==> config.mk <==
export PLATFORM = sky130hd
export DESIGN_NAME = mc_control_fsm
export DESIGN_NICKNAME = d
export VERILOG_FILES = /design/src/rtl/mc_control_fsm.sv
export SDC_FILE = /design/constraint.sdc
export NUM_CORES = 1
export LEC_CHECK = 0
export CAP_MARGIN = 20
export CELL_PAD_IN_SITES_DETAIL_PLACEMENT = 1
export CELL_PAD_IN_SITES_GLOBAL_PLACEMENT = 2
export CORE_MARGIN = 5
export CORE_UTILIZATION = 19
export CTS_BUF_LIST = sky130_fd_sc_hd__clkbuf_4 sky130_fd_sc_hd__clkbuf_8
export DETAILED_ROUTE_END_ITERATION = 8
export PLACE_DENSITY = 0.87
export SYNTH_ARGS = -nofsm -noshare
export SYNTH_HDL_FRONTEND = slang
export SYNTH_SLANG_ARGS = --single-unit
==> constraint.sdc <==
create_clock -name CLK -period 2.51 [get_ports CLK]
set_clock_uncertainty 0.2 [all_clocks]
set_input_delay 0.502 -clock CLK [delete_from_list [all_inputs] [get_ports CLK]]
set_output_delay 0.502 -clock CLK [all_outputs]
set_load 0.02 [all_outputs]
==> src/rtl/mc_control_fsm.sv <==
`default_nettype none
// ============================================================================
//  Module   : mc_control_fsm
//  Purpose  : Main control state machine for the multicycle MIPS-subset
//             datapath. Steps each instruction through fetch, decode,
//             execute, memory and writeback, and drives the enables and
//             mux selects of the PC, IR and datapath registers.
//  Ports    : CLK, RST (sync, active-high)
//             Op[5:0], Funct[5:0]  - fields from the instruction register
//             Zero                 - ALU zero flag, current cycle
//             PCEn, IorD, MemWrite, IRWrite, RegDst, MemtoReg, RegWrite,
//             ALUSrcA, ALUSrcB[1:0], ALUControl[2:0], PCSrc[1:0]
//                                  - datapath controls
//             IllegalOp            - one-cycle unsupported-instruction flag
//             State[3:0]           - current state (debug)
//  Revision : 1.0  initial release
// ============================================================================
module mc_control_fsm (
  input  logic       CLK,
  input  logic       RST,
  input  logic [5:0] Op,
  input  logic [5:0] Funct,
  input  logic       Zero,
  output logic       PCEn,
  output logic       IorD,
  output logic       MemWrite,
  output logic       IRWrite,
  output logic       RegDst,
  output logic       MemtoReg,
  output logic       RegWrite,
  output logic       ALUSrcA,
  output logic [1:0] ALUSrcB,
  output logic [2:0] ALUControl,
  output logic [1:0] PCSrc,
  output logic       IllegalOp,
  output logic [3:0] State
);

  // State encodings
  localparam logic [3:0] S_RESET   = 4'd0;
  localparam logic [3:0] S_FETCH   = 4'd1;
  localparam logic [3:0] S_DECODE  = 4'd2;
  localparam logic [3:0] S_MEMADR  = 4'd3;
  localparam logic [3:0] S_MEMRD   = 4'd4;
  localparam logic [3:0] S_MEMWB   = 4'd5;
  localparam logic [3:0] S_MEMWR   = 4'd6;
  localparam logic [3:0] S_EXECUTE = 4'd7;
  localparam logic [3:0] S_ALUWB   = 4'd8;
  localparam logic [3:0] S_BRANCH  = 4'd9;
  localparam logic [3:0] S_ADDIEX  = 4'd10;
  localparam logic [3:0] S_ADDIWB  = 4'd11;
  localparam logic [3:0] S_JUMP    = 4'd12;

  // Opcodes
  localparam logic [5:0] OP_RTYPE = 6'b000000;
  localparam logic [5:0] OP_LW    = 6'b100011;
  localparam logic [5:0] OP_SW    = 6'b101011;
  localparam logic [5:0] OP_BEQ   = 6'b000100;
  localparam logic [5:0] OP_ADDI  = 6'b001000;
  localparam logic [5:0] OP_J     = 6'b000010;

  // ALU operations
  localparam logic [2:0] ALU_ADD = 3'b010;
  localparam logic [2:0] ALU_SUB = 3'b110;
  localparam logic [2:0] ALU_AND = 3'b000;
  localparam logic [2:0] ALU_OR  = 3'b001;
  localparam logic [2:0] ALU_SLT = 3'b111;

  logic [3:0] state;
  logic [3:0] state_next;
  logic       pc_write;
  logic       branch;
  logic       funct_ok;
  logic [2:0] funct_alu;
  logic       op_legal;

  // R-type funct decode; unsupported functs are flagged illegal in DECODE
  // so the default ALU op here is never used by a legal instruction.
  always_comb begin
    funct_ok  = 1'b1;
    funct_alu = ALU_ADD;
    case (Funct)
      6'b100000: funct_alu = ALU_ADD;
      6'b100010: funct_alu = ALU_SUB;
      6'b100100: funct_alu = ALU_AND;
      6'b100101: funct_alu = ALU_OR;
      6'b101010: funct_alu = ALU_SLT;
      default:   funct_ok  = 1'b0;
    endcase
  end

  always_comb begin
    case (Op)
      OP_LW, OP_SW, OP_BEQ, OP_ADDI, OP_J: op_legal = 1'b1;
      OP_RTYPE:                            op_legal = funct_ok;
      default:                             op_legal = 1'b0;
    endcase
  end

  // Next-state logic
  always_comb begin
    state_next = S_FETCH;
    case (state)
      S_RESET:  state_next = S_FETCH;
      S_FETCH:  state_next = S_DECODE;
      S_DECODE: begin
        if (!op_legal) begin
          state_next = S_FETCH;
        end else begin
          case (Op)
            OP_LW, OP_SW: state_next = S_MEMADR;
            OP_RTYPE:     state_next = S_EXECUTE;
            OP_BEQ:       state_next = S_BRANCH;
            OP_ADDI:      state_next = S_ADDIEX;
            OP_J:         state_next = S_JUMP;
            default:      state_next = S_FETCH;
          endcase
        end
      end
      S_MEMADR: begin
        if (Op == OP_LW)      state_next = S_MEMRD;
        else if (Op == OP_SW) state_next = S_MEMWR;
        else                  state_next = S_FETCH;
      end
      S_MEMRD:   state_next = S_MEMWB;
      S_EXECUTE: state_next = S_ALUWB;
      S_ADDIEX:  state_next = S_ADDIWB;
      default:   state_next = S_FETCH;  // terminal states and unused codes
    endcase
  end

  // Reset overrides any in-flight instruction at the sampling edge.
  always_ff @(posedge CLK) begin
    if (RST) state <= S_RESET;
    else     state <= state_next;
  end

  // Output decode (Moore, except IllegalOp and PCEn use current inputs)
  always_comb begin
    pc_write   = 1'b0;
    branch     = 1'b0;
    IorD       = 1'b0;
    MemWrite   = 1'b0;
    IRWrite    = 1'b0;
    RegDst     = 1'b0;
    MemtoReg   = 1'b0;
    RegWrite   = 1'b0;
    ALUSrcA    = 1'b0;
    ALUSrcB    = 2'b00;
    ALUControl = ALU_ADD;
    PCSrc      = 2'b00;
    IllegalOp  = 1'b0;
    case (state)
      S_FETCH: begin
        IRWrite = 1'b1;
        pc_write = 1'b1;
        ALUSrcB = 2'b01;
      end
      S_DECODE: begin
        ALUSrcB   = 2'b11;
        IllegalOp = ~op_legal;
      end
      S_MEMADR: begin
        ALUSrcA = 1'b1;
        ALUSrcB = 2'b10;
      end
      S_MEMRD: IorD = 1'b1;
      S_MEMWB: begin
        RegWrite = 1'b1;
        MemtoReg = 1'b1;
      end
      S_MEMWR: begin
        IorD     = 1'b1;
        MemWrite = 1'b1;
      end
      S_EXECUTE: begin
        ALUSrcA    = 1'b1;
        ALUControl = funct_alu;
      end
      S_ALUWB: begin
        RegWrite = 1'b1;
        RegDst   = 1'b1;
      end
      S_BRANCH: begin
        ALUSrcA    = 1'b1;
        ALUControl = ALU_SUB;
        PCSrc      = 2'b01;
        branch     = 1'b1;
      end
      S_ADDIEX: begin
        ALUSrcA = 1'b1;
        ALUSrcB = 2'b10;
      end
      S_ADDIWB: RegWrite = 1'b1;
      S_JUMP: begin
        pc_write = 1'b1;
        PCSrc    = 2'b10;
      end
      default: begin
        // RESET and unused encodings drive everything low, ALU op included.
        ALUControl = 3'b000;
      end
    endcase
  end

  assign PCEn  = pc_write | (branch & Zero);
  assign State = state;

endmodule
`default_nettype wire

==> metrics.md <==
| Metric | Value |
|---|---|
| 1st-iter DRT viols | 25 |
| Final min period | 2.43 ns |
| YS warnings | 0 |
| DP HPWL | around 2200 um |
| Wire length per cell | 14.5 um |
| DP Area | 1170 sq um |
| Clock sink count | 4 |
| DP Worst Slack | -0.637 ns |
| Cell Pwr Density | 259 nW/um^2 |
| CP max-delay cell | clkdlybuf4s50_1 |
| Drt first pass iters | 4 |
| Leading cell types in the layout, fill and taps excluded | 26 x buf_4, 13 x nor2_1, 12 x clkdlybuf4s50_1 |
| Area leader, netlist | dfxtp_1 |
| Register area | 80.1 sq um |
| CTS tree | yes |
| Final instance area | approximately 1200 sq um |
| I/O Buffers | 34 |
| Critical path class | in2out |
| Number of enable flip-flop cells after synthesis | 0 |
| Clk root buf | clkbuf_4 |
| Die height | 67.6 um |
| CORE AREA | 3280 sq um |
| Synth Register Bits | 4 |
| Yosys cell types | 35 |
| Area contributors post-synth | dfxtp_1 13%, a21oi_1 8.7%, nor2_1 7.7%, nand2_1 5.4%, nor2b_1 5.0% |
| Row Count | 21 |
| Clock slew at reported path FFs | 0.04 ns |
| Peak supply drop | 0.192 mV |
| CTS Buffer Depth | 2 |
| Commonest non-fill, non-tap cell in the layout | buf_4 |
| MaxCap Viol Count | 0 |
| Clock Latency Late Sink | 0.23 ns |
| Final Power | between 0.3 and 0.4 mW |
| Worst rel slew slack | 80.9% |
| Placed cells | 197 |
| Area Growth Syn to Fin | 95.6% |
| Nets | 173 |
| Crit. End Element | primary output |
| Total GRT Usage | around an eighth |
| First-pass GRT wire length | 4430 um |
| # diodes | 0 |
| Async SR Flop Fraction | 0% |
| Max reg flops | 4 |
| CP max FO | 2 |
| Average vias per placed instance | 4.77 |
| Vias in the first global route | 971 |
| Via count | 964 |
| Req. time, crit path | 1.81 ns |
| Largest net degree at the start of global routing | 23 |
| Final period util | 96.8% |
| Syn Nets | 115 |
| Crit path DAT | 1.73 ns |
| Worst path cell trace | clkdlybuf4s50_1, nor2_1, and3_4, nand2_2, a211oi_2, buf_4 |
| Area of the mapped netlist | 631 sq um |
| Layout Utilization | a little under two fifths |
| Share of cells above drive strength 1 | between 20% and 30% |
| CP max stage delay | around 0.43 ns |
| Slew @ Worst Pin | between 0.2 and 0.3 ns |
| Fillers | 424 |
| Initial antenna violation count | 0 |
| Drt drc | 0 |
| Hold Path Class | reg2reg |
| Leakage | between 0.5 and 0.6 nW |
| CTS buffer count | 3 |
| Initial core utilization | between 15 and 20% |
| Synth top area share | roughly 13% |
| H-tree depth | 1 |
| Final setup margin | 0.0813 ns |
| Final Hold Fails | 0 |
| Multi-input logic area | about 550 sq um |
| Mean Syn Cell Area | 6.31 sq um |
| Boundary Pins | 35 |
| Top_reg_cell synth | dfxtp_1 |
| Post-CTS Hold Buffers | 0 |
| Status | completed |
| Setup violators final | 0 |
| Crit start category | input port |
| Full die area | 4570 sq um |
| Hold_ws | 0.519 ns |
| Cells after synthesis | 100 |
| Routed WL | 2930 um |
| Die Wd | 67.6 um |
| Grt total ovfl | 0 |
| Sequential area share after synthesis | 12.7% |
| ANT nets after route | 0 |
| F_max | between 0.4 and 0.5 GHz |
| Setup TNS | 0 ns |
| GP Congestion | 0.815 |
| Layout Cells excl Fill | 202 |
| Slew Limit Fails | 0 |
[kinds of logic (layout without fill, tap and decap cells)]
family | Yosys count | in the layout | share of synthesized area (%)
compound gates | 34 | 34 | 34.3
xor+xnor | 1 | 1 | 1.39
buf+inv | 9 | 65 | 6.55
flops | 4 | 4 | 12.7
mux | 1 | 1 | 1.59
simple gates | 51 | 51 | 43.5
[repair_timing]
action	CTS	global route
gates cloned	0	0
endpoints found under the setup margin	9	10
setup buffers	1	1
gates resized for setup	41	14
pin swaps	2	4
[worst paths after layout]
kind,cells after the start,start,slack [ns],to
hold reg to reg,3,State[0],0.52,State[3]
setup reg to reg,5,State[0],0.64,State[2]
hold / removal,3,State[0],0.52,State[3]
setup / recovery,6,Funct[0],0.08,ALUControl[0]
[synth_stat cells (2+ instances only)]
cell type	count
o22ai_1	2
nor2b_1	5
o21bai_1	2
a311oi_1	2
nand2b_1	3
nor2_1	13
nor3_1	5
nor3b_1	2
a21oi_1	11
nand4_1	2
o21ai_0	5
clkbuf_1	5
a211oi_1	3
o21a_1	2
a31oi_1	2
dfxtp_1	4
inv_1	3
or4_1	2
nand2_1	9
and3_1	3
[critical path: cells and delay by family]
family / cells / cell delay [ns]
AND/OR/NAND/NOR: 3 / 0.38
AO/OA/AOI/OAI: 1 / 0.24
buffers and inverters: 2 / 0.61
[metal layers]
metal / part of all wire (%) / GRT usage, % / vias up
li1: - / - / 488
met1: 41 / 15.3 / 454
met2: 54 / 22.2 / 18
met3: 4.1 / 1.16 / 4
met4: 0.78 / 4.56 / 0
met5: 0 / 0 / -
[power breakdown]
| group | switching [mW] | leakage [nW] | internal, mW | total [mW] |
|---|---|---|---|---|
| combinational | 0.0918 | 0.527 | 0.0825 | 0.174 |
| sequential | 0.00150 | 0.0326 | 0.0673 | 0.0688 |
| clock | 0.0233 | 0.0138 | 0.0533 | 0.0765 |
[final cells by class]
cell class | count | area share (%)
inverters | 3 | 0.913
clock buffers | 3 | 1.83
flip-flops and latches | 4 | 6.49
multi-input cells | 87 | 44.5
well taps | 46 | 4.67
repair buffers | 59 | 41.6
No activity file was read; power rests on OpenSTA's default activity.
